<file path="config.mk">
export PLATFORM = sky130hd
export DESIGN_NAME = mem_port_arbiter
export DESIGN_NICKNAME = d
export VERILOG_FILES = /design/src/rtl/mem_port_arbiter_pkg.sv /design/src/rtl/rr_arbiter2.sv /design/src/rtl/mem_port_arbiter.sv
export SDC_FILE = /design/constraint.sdc
export NUM_CORES = 1
export LEC_CHECK = 0
export BUFFER_PORTS_ARGS = -buffer_cell sky130_fd_sc_hd__buf_2
export CAP_MARGIN = 15
export CORE_ASPECT_RATIO = 0.8
export CORE_MARGIN = 5
export CORE_UTILIZATION = 44
export DETAILED_ROUTE_END_ITERATION = 10
export PLACE_DENSITY = 0.86
export SLEW_MARGIN = 10
export SYNTH_ARGS = -nofsm -noshare
export SYNTH_HDL_FRONTEND = slang
export SYNTH_SLANG_ARGS = --single-unit
</file>
<file path="constraint.sdc">
create_clock -name clk -period 4.83 [get_ports clk]
set_clock_uncertainty 0.15 [all_clocks]
set_input_delay 0.483 -clock clk [delete_from_list [all_inputs] [get_ports clk]]
set_output_delay 0.483 -clock clk [all_outputs]
set_load 0.02 [all_outputs]
</file>
<file path="src/rtl/mem_port_arbiter_pkg.sv">
// mem_port_arbiter_pkg: shared FSM/owner encodings and cache-line geometry
package mem_port_arbiter_pkg;
  typedef enum logic [1:0] {IDLE = 2'd0, XFER = 2'd1, DONE = 2'd2} state_t;
  typedef enum logic {OWN_I = 1'b0, OWN_D = 1'b1} owner_t;
  localparam int LINE_WORDS_LOG_DEF = 3;
  localparam int LINE_WORDS = 1 << LINE_WORDS_LOG_DEF;
  localparam int LINE_OFS_BITS = LINE_WORDS_LOG_DEF + 2;
endpackage

</file>
<file path="src/rtl/rr_arbiter2.sv">
// rr_arbiter2: two-way round-robin pick, a tie goes to the requester that did not own last
module rr_arbiter2
  import mem_port_arbiter_pkg::*;
(
  input  logic   req0,
  input  logic   req1,
  input  owner_t last,
  output logic   valid,
  output owner_t pick
);
  assign valid = req0 | req1;
  assign pick = (req0 & req1) ? owner_t'(~last) : (req1 ? OWN_D : OWN_I);
endmodule

</file>
<file path="src/rtl/mem_port_arbiter.sv">
// mem_port_arbiter: shares the memory port between ICache and DCache line bursts
module mem_port_arbiter
  import mem_port_arbiter_pkg::*;
#(
  parameter int LINE_WORDS_LOG = LINE_WORDS_LOG_DEF,
  parameter int ADDR_LEN = 32
) (
  input  logic                      clk,
  input  logic                      rst,
  input  logic                      i_req,
  input  logic [ADDR_LEN-1:0]       i_addr,
  input  logic                      d_req,
  input  logic                      d_we,
  input  logic [ADDR_LEN-1:0]       d_addr,
  input  logic [31:0]               d_wdata,
  output logic                      i_gnt,
  output logic                      d_gnt,
  output logic [LINE_WORDS_LOG-1:0] beat,
  output logic [31:0]               rdata,
  output logic                      i_rvalid,
  output logic                      d_rvalid,
  output logic                      i_done,
  output logic                      d_done,
  output logic                      mem_req,
  output logic                      mem_we,
  output logic [ADDR_LEN-1:0]       mem_addr,
  output logic [31:0]               mem_wdata,
  input  logic [31:0]               mem_rdata,
  input  logic                      mem_ready
);
  localparam logic [ADDR_LEN-1:0] OFS_MASK = ADDR_LEN'((1 << (LINE_WORDS_LOG + 2)) - 1);
  state_t              state;
  owner_t              owner;
  owner_t              last_owner;
  owner_t              pick;
  logic                pick_valid;
  logic                dir;
  logic [ADDR_LEN-1:0] base;
  logic [31:0]         rdata_q;
  logic                xfer;
  logic                st_done;
  logic                rd_hit;
  rr_arbiter2 u_rr (
    .req0  (i_req),
    .req1  (d_req),
    .last  (last_owner),
    .valid (pick_valid),
    .pick  (pick)
  );
  always_ff @(posedge clk) begin
    if (rst) begin
      state      <= IDLE;
      owner      <= OWN_I;
      last_owner <= OWN_I;
      dir        <= 1'b0;
      base       <= '0;
      beat       <= '0;
      rdata_q    <= '0;
    end else begin
      case (state)
        IDLE: if (pick_valid) begin
          owner <= pick;
          dir   <= (pick == OWN_D) & d_we;
          base  <= ((pick == OWN_D) ? d_addr : i_addr) & ~OFS_MASK;
          beat  <= '0;
          state <= XFER;
        end
        XFER: if (mem_ready) begin
          rdata_q <= dir ? rdata_q : mem_rdata;
          beat    <= beat + LINE_WORDS_LOG'(1);
          state   <= &beat ? DONE : XFER;
        end
        DONE: begin
          last_owner <= owner;
          state      <= IDLE;
        end
        default: state <= IDLE;
      endcase
    end
  end
  assign xfer      = state == XFER;
  assign st_done   = state == DONE;
  assign rd_hit    = xfer & mem_ready & ~dir;
  assign i_gnt     = (xfer | st_done) & (owner == OWN_I);
  assign d_gnt     = (xfer | st_done) & (owner == OWN_D);
  assign i_done    = st_done & (owner == OWN_I);
  assign d_done    = st_done & (owner == OWN_D);
  assign i_rvalid  = rd_hit & (owner == OWN_I);
  assign d_rvalid  = rd_hit & (owner == OWN_D);
  assign rdata     = rd_hit ? mem_rdata : rdata_q;
  assign mem_req   = xfer;
  assign mem_we    = xfer & dir;
  assign mem_addr  = xfer ? (base | (ADDR_LEN'(beat) << 2)) : '0;
  assign mem_wdata = (xfer & dir) ? d_wdata : '0;
endmodule

</file>
==> impl_results.md, run 1 <==
- Vias: 3466
- Via density: between 4 and 5
- DP HPWL: a little over 8000 um
- Worst Path Max Fanout: 70
- Register area share after synthesis: 40.2%
- Ys Warns: 0
- Required time of the critical path: between 4 and 5 ns
- CP peak stage delay: roughly 0.9 ns
- Max Fclk: between 200 and 300 MHz
- CTS sink count: 67
- Count of final setup violators: 0
- Routed wire length: between 10000 and 15000 um
- Leakage: 2.64 nW
- Reg2reg start: state[1]
- Post-CTS Repair Setup Buffers: 0
- Slew Limit Fails: 0
- Area of the multi-input gates: around 1800 sq um
- Tot Pwr: between 1.5 and 2 mW
- Setup TNS: 0 ns
- Yosys cell types: 34
- CTS tree: built
- Period minus WS final: between 3 and 4 ns
- Number of global-route vias before repair: 3400
- Antenna diode count: 0
- Post-DRT Antenna Nets: 0
- Worst Tran Pin Value: around 1.0 ns
- Initial Util: about 45%
- Hold_ws: between 0.2 and 0.25 ns
- Commonest non-fill, non-tap cell in the layout: buf_2
- Relative slew margins: between 30% and 40%
- GRT Resource Usage Total: between 20% and 30%
- GRT overflow: 0
- Initial DRC count: between 150 and 200
- Mapped Area: 3340 sq um
- Worst-skew pair later-pin latency: about 0.33 ns
- CTS H-tree lvls: 3
- Power Density: between 300 and 400 nW/um^2
- Status: complete, no violations
- IO Pins: roughly 240
- Final Util: a little under two thirds
- Crit path launch: state[1]
- CTS buffer count: 9
- Min-delay src: i_addr[8]
- Crit-path slowest cell: ha_2
- Crit-path cells: inv_1 -> ha_2 -> nand3b_4 -> mux2_1 -> buf_2
- Antenna violations before repair: 0
- Startpoint Class: register
- Die width: between 100 and 150 um
- Synth Instances: 378
- Crit path buffers/inverters: 2
- Setup crit end kind: output pin
- Avg Cell Area, Syn: 8.83 sq um
- PostCTS Resize Cnt: 0
- RSZ-0062 raised after global routing: false
- DRC viols: 0
- Die H: ~90 um
- Critical path arrival: approximately 3 ns
- Placeable Area: approximately 7400 sq um
- Port-buffer cells: ~230
- Layout area overhead: 41.6%
- Clk slew on worst S/H paths: roughly 0.08 ns
- Layout cells sized above 1: a little under half
- Largest net degree at the start of global routing: ~70
- Hold Crit Class: in2reg
- Cts hold-fix bufs: 0
- Wire length per cell: ~16 um
- DIE AREA: roughly 9400 sq um
- Worst ir drop on vdd: roughly 220 uV
- CP delay by family, top: adder cells
- FF/Latch Area: about 1300 sq um
- Max clock buf depth: 2
- #FFs+latches synth: 67
- Root Driver: clkbuf_8
- GP Congestion: 0.762
- Period utilization: between 70% and 80%
- Maxcap violations: 0
- FP Rows: 28
- Initial DRT Pass Iterations: 5
- First-pass GRT wire length: ~16000 um
- # fillers: 660
- Most frequent cells in the layout: buf_2, dfxtp_1, and2_1, nor2b_1, nor2_1
- Final hold viol count: 0
- Final nets: between 700 and 800
- WS Path Type: reg2out
## synth_stat cells, drive strengths merged
master	n	area share (%)
a32oi	1	0.26
dfxtp	67	40
a31oi	1	0.19
and2	33	6.2
conb	1	0.11
a211oi	27	6.1
nand4	1	0.19
mux2	33	12
a21oi	31	4.6
nor2b	33	6.2
a21o	1	0.22
or3b	1	0.34
a22o	2	0.52
and3	32	6.0
nor2	33	3.7
nor3	1	0.15
ha	5	1.9
o21ai	1	0.15
nand2	28	3.1
nand3b	1	0.60
o21a	1	0.22
buf	16	2.8
a21bo	1	0.30
and4b	1	0.41
a22oi	1	0.22
nand2b	1	0.19
a21boi	1	0.22
or2	1	0.19
inv	4	0.45
clkbuf	18	2.0
## report_power, final
group          internal, mW  switching, mW
logic                 0.162          0.222
clock network         0.308          0.218
registers             0.597         0.0234
## per-stage QoR
| step | area, sq um | instances | worst slack [ns] |
|---|---|---|---|
| detailed placement | 4500 | 681 | 1.55 |
| floorplan | 3340 | 379 | 2.65 |
| finish | 4730 | 697 | 1.18 |
| global placement | 4470 | 679 | 1.66 |
| global route | 4730 | 697 | 0.927 |
| CTS | 4730 | 697 | 1.17 |
## worst min-delay path: stages
cell      delay, ns
buf_2          0.10
nand2_1        0.04
a211oi_1       0.05
## routing by layer
layer	routed length, um	up-vias	GRT usage, %	share of wire [%]
li1	-	1691	-	-
met2	5910	146	42.7	54
met5	0	-	0	0
met4	84	0	4.59	0.77
met1	4060	1617	22.4	37
met3	796	12	6.26	7.3
## worst paths after layout
check	end	depth (start not counted)	slack, ns
max reg2reg	rdata_q[7]	5	1.90
min	base[8]	3	0.23
min reg2reg	base[7]	2	0.35
max	rdata[11]	5	1.18
## cell type report
type / instances / share of cell area (%)
Clock inverter: 5 / 1.80
Inverter: 4 / 0.318
Clock buffer: 11 / 2.99
Sequential cell: 67 / 28.4
Tap cell: 105 / 2.78
Timing Repair Buffer: 231 / 24.9
Multi-Input combinational cell: 274 / 38.8
## sequential cells by signal, summed over array words and instances, names as in the netlist
name,cells
base,27
beat,3
dir,1
last_owner,1
owner,1
rdata_q,32
state,2
## cells by family (layout without fill, tap and decap cells)
| group | Yosys count | in the layout | synth area share, % |
|---|---|---|---|
| and+or+nand+nor | 166 | 166 | 27.3 |
| AOI/OAI and AO/OA | 68 | 68 | 13.0 |
| DFF | 67 | 67 | 40.2 |
| buffers and inverters | 38 | 251 | 5.28 |
| muxes | 33 | 33 | 12.3 |
| adders and majority gates | 5 | 5 | 1.87 |
| other | 1 | 2 | 0.112 |
Note: power is estimated with default switching activity, not from simulation.
==> run 2: changes to the inputs <==
--- a/config.mk
+++ b/config.mk
@@ -5,13 +5,14 @@
 export SDC_FILE = /design/constraint.sdc
 export NUM_CORES = 1
 export LEC_CHECK = 0
+export ABC_AREA = 1
 export BUFFER_PORTS_ARGS = -buffer_cell sky130_fd_sc_hd__buf_2
 export CAP_MARGIN = 15
 export CORE_ASPECT_RATIO = 0.8
 export CORE_MARGIN = 5
-export CORE_UTILIZATION = 44
+export CORE_UTILIZATION = 42
 export DETAILED_ROUTE_END_ITERATION = 10
-export PLACE_DENSITY = 0.86
+export PLACE_DENSITY = 0.81
 export SLEW_MARGIN = 10
 export SYNTH_ARGS = -nofsm -noshare
 export SYNTH_HDL_FRONTEND = slang
==> constraint.sdc (replaced) <==
create_clock -name clk -period 3.4 [get_ports clk]
set_clock_uncertainty 0.15 [all_clocks]
set_input_delay 0.34 -clock clk [delete_from_list [all_inputs] [get_ports clk]]
set_output_delay 0.34 -clock clk [all_outputs]
set_load 0.02 [all_outputs]
==> run 2 against run 1 <==
  * Sequential power increased by 44%
  * Power up 50%
  * Cell area increased by 4.3%
  * First-iteration DRC count rose by 6.6%
  * Via count grew 14%
  * Combinational power up 66%
  * Critical endpoint is now rdata[23]
==> impl_results.md, run 2 <==
- Gate power share: 27.7% (was 25.1%)
- Port-buffer cells: 228 (unchanged)
- Worst-skew pair later-pin latency: 0.33 ns (about the same)
- Setup TNS: 0 ns (unchanged)
- Die width: 113 um (was 107 um)
- Via density: 4.35 (was 4.97)
- Count of final setup violators: 0 (unchanged)
- Critical path arrival: 2.13 ns (was 3.01 ns)
- Required time of the critical path: 2.91 ns (was 4.20 ns)
- Sw Pwr: 0.746 mW (was 0.463 mW)
- #FFs+latches synth: 67 (unchanged)
- Number of flip-flops in the largest register: 32 (unchanged)
- Final nets: 933 (was 726)
- WS Path Type: reg2out (unchanged)
- Most flops, register: rdata_q (unchanged)
- First-pass GRT wire length: 16400 um (was 16200 um)
- Startpoint Class: register (unchanged)
- Top flop regs: rdata_q (32), base (27), beat (3) (unchanged)
- Asr flop ratio synth: 0% (unchanged)
- Worst ir drop on vdd: 297 uV (was 222 uV)
- Clk slew on worst S/H paths: 0.08 ns (about the same)
- FP Rows: 30 (was 28)
- Worst R2R End: base[8] (was rdata_q[7])
- FF-to-FF path depth: 8 (was 5)
- Crit path launch: state[1] (unchanged)
- Post-synth top cells: inv_1, nand2_1, nor2_1, dfxtp_1, a21oi_1 (was dfxtp_1, and2_1, nor2_1, nor2b_1, and3_1)
- M2 GR Usage: 33.9% (was 42.7%)
- Power Density: 464 nW/um^2 (was 324 nW/um^2)
- Layout area overhead: 38.8% (was 41.6%)
- Post-CTS Repair Setup Buffers: 0 (unchanged)
- GRT met1 Usage: 21.8% (was 22.4%)
- DP HPWL: 7780 um (was 8210 um)
- Ys Warns: 0 (unchanged)
- Hold Crit Class: in2reg (unchanged)
- GRT busiest layer: met2 (unchanged)
- Mapped Area: 3550 sq um (was 3340 sq um)
- Post-DRT Antenna Nets: 0 (unchanged)
- Max Fclk: about 380 MHz
- Initial DRT Pass Iterations: 5 (unchanged)
- Slew Limit Fails: 0 (unchanged)
- Sequential power share: 39.0% (was 40.6%)
- M3 GR Usage: 4.82% (was 6.26%)
- IO Pins: 241 (unchanged)
- DIE AREA: 10400 sq um (was 9440 sq um)
- DRC viols: 0 (unchanged)
- Period utilization: ~77%
- Largest net degree at the start of global routing: 67 (was 71)
- Sw Share: 32.6% (was 30.3%)
- Die H: 92.3 um (was 87.9 um)
- Worst Path Max Fanout: 66 (was 70)
- RSZ-0062 raised after global routing: false (unchanged)
- Cts hold-fix bufs: 0 (unchanged)
- Initial DRC count: 178 (was 167)
- Leakage: 3.36 nW (was 2.64 nW)
- Routed wire length: 10300 um (was 10900 um)
- GRT overflow: 0 (unchanged)
- Most frequent cells in the layout: buf_2, inv_1, nand2_1, nor2_1, dfxtp_1 (was buf_2, dfxtp_1, and2_1, nor2b_1, nor2_1)
- Most numerous cell in the Yosys netlist: inv_1 (was dfxtp_1)
- CTS tree: built (unchanged)
- Synth area leader: dfxtp_1 (unchanged)
- Worst Tran Pin Value: 0.858 ns (was 1.03 ns)
- CTS buffer count: 9 (unchanged)
- Final hold viol count: 0 (unchanged)
- Period minus WS final: about 2.6 ns
- Placeable Area: 8370 sq um (was 7390 sq um)
- CTS sink count: 67 (unchanged)
- Number of global-route vias before repair: 3654 (was 3400)
- Max clock buf depth: 2 (unchanged)
- Antenna violations before repair: 0 (unchanged)
- # fillers: 856 (was 660)
- Cell-internal power: 1.54 mW (was 1.07 mW)
- Clock Power Share: 33.3% (was 34.4%)
- Synth Instances: 581 (was 378)
- Setup crit end: rdata[23] (was rdata[11])
- CTS H-tree lvls: 3 (unchanged)
- FF/Latch Area: 1340 sq um (unchanged)
- Area of the multi-input gates: 1510 sq um (was 1840 sq um)
- Initial Util: 42.5% (was 45.2%)
- Avg Cell Area, Syn: 6.12 sq um (was 8.83 sq um)
- Maxcap violations: 0 (unchanged)
- Register area share after synthesis: 37.7% (was 40.2%)
- Reg2reg start: state[0] (was state[1])
- Yosys cell types: 18 (was 34)
- GRT Resource Usage Total: 19.0% (was 21.4%)
- Top FF cell, synth: dfxtp_1 (unchanged)
- Setup crit end kind: output pin (unchanged)
- Number of synthesized flops with an enable pin: 0 (unchanged)
- Commonest non-fill, non-tap cell in the layout: buf_2 (unchanged)
- GP Congestion: 0.799 (was 0.762)
- Root Driver: clkbuf_8 (unchanged)
- Status: complete, no violations (unchanged)
- Wire length per cell: 11.3 um (was 15.6 um)
- Vias: 3966 (was 3466)
- Yosys top cell area share: 37.7% (was 40.2%)
- Antenna diode count: 0 (unchanged)
- Synth area leaders: dfxtp_1, inv_1, nand2_1 (was dfxtp_1, and2_1, nor2b_1)
- Relative slew margins: 42.8% (was 31.6%)
- Worst reg2reg setup slack: 1.30 ns (was 1.90 ns)
- Layout cells sized above 1: 32.7% (was 46.6%)
- PostCTS Resize Cnt: 0 (unchanged)
- Hold_ws: 0.0705 ns (was 0.230 ns)
[run 2: cell count changes in the layout (fill, tap and decap cells not counted), sizes merged, moves of 32 or more]
cell | previous run | this run
and2 | 33 | 0
and3 | 32 | 0
inv | 5 | 142
mux2 | 33 | 0
nand2 | 28 | 134
nor2 | 33 | 98
nor2b | 33 | 0
o21ai | 1 | 61
[run 2: layout make-up]
| type | instances | share of cell area, % |
|---|---|---|
| multi-input combinational | 342 | 30.6 |
| sequential | 67 | 27.2 |
| timing repair buffer | 233 | 23.9 |
| inverter | 141 | 10.7 |
| clock buffer | 11 | 3.07 |
| tap | 112 | 2.84 |
| clock inverter | 5 | 1.70 |
[run 2: power groups by stage]
stage | combinational, mW | sequential [mW] | clock (mW)
floorplan | 0.438 | 0.903 | 0
detailed placement | 0.638 | 0.910 | 0
CTS | 0.641 | 0.893 | 0.780
global placement | 0.632 | 0.907 | 0
finish | 0.635 | 0.893 | 0.762
global route | 0.716 | 0.902 | 0.811
[run 2: critical path: stages, from the launching register on]
cell     delay, ns
dfxtp_1       0.36
inv_1         0.07
ha_1          0.19
nand2_1       0.09
or2_4         0.58
nand2_1       0.16
o21ai_2       0.11
inv_1         0.05
buf_2         0.15
[run 2: how the worst min path moves through the flow]
stage	from	end	slack, ns	cells past startpoint
after detailed placement	dir	dir	0.33	2
final	d_addr[10]	base[10]	0.07	3
after floorplan	state[1]	state[1]	0.31	2
after global placement	state[1]	state[1]	0.32	2
after CTS	d_addr[10]	base[10]	0.05	3
after global routing	d_addr[27]	base[27]	0.07	3
[run 2: kinds of logic after synthesis]
group,count (synthesis),share of synthesized area [%]
and+or+nand+nor,240,26.0
AOI/OAI and AO/OA,95,14.4
buffers and inverters,173,20.0
DFF,67,37.7
adders and majority gates,5,1.76
other,1,0.105
[run 2: stage by stage]
| stage | cells | utilization (%) | setup WS (ns) | power, mW | instance area, sq um |
|---|---|---|---|---|---|
| after floorplan | 582 | - | 1.28 | 1.34 | 3560 |
| after global placement | 895 | 56.1 | 1.16 | 1.54 | 4700 |
| after detailed placement | 895 | 56.1 | 1.12 | 1.55 | 4700 |
| after CTS | 911 | 58.9 | 0.738 | 2.31 | 4930 |
| after global routing | 911 | 58.9 | 0.488 | 2.43 | 4930 |
| final | 911 | 58.9 | 0.778 | 2.29 | 4930 |
[run 2: layer usage]
| layer | up-vias | routed length [um] |
|---|---|---|
| met3 | 21 | 796 |
| met1 | 1690 | 4230 |
| met4 | 0 | 230 |
| met2 | 142 | 5040 |
| met5 | - | 0 |
| li1 | 2113 | - |
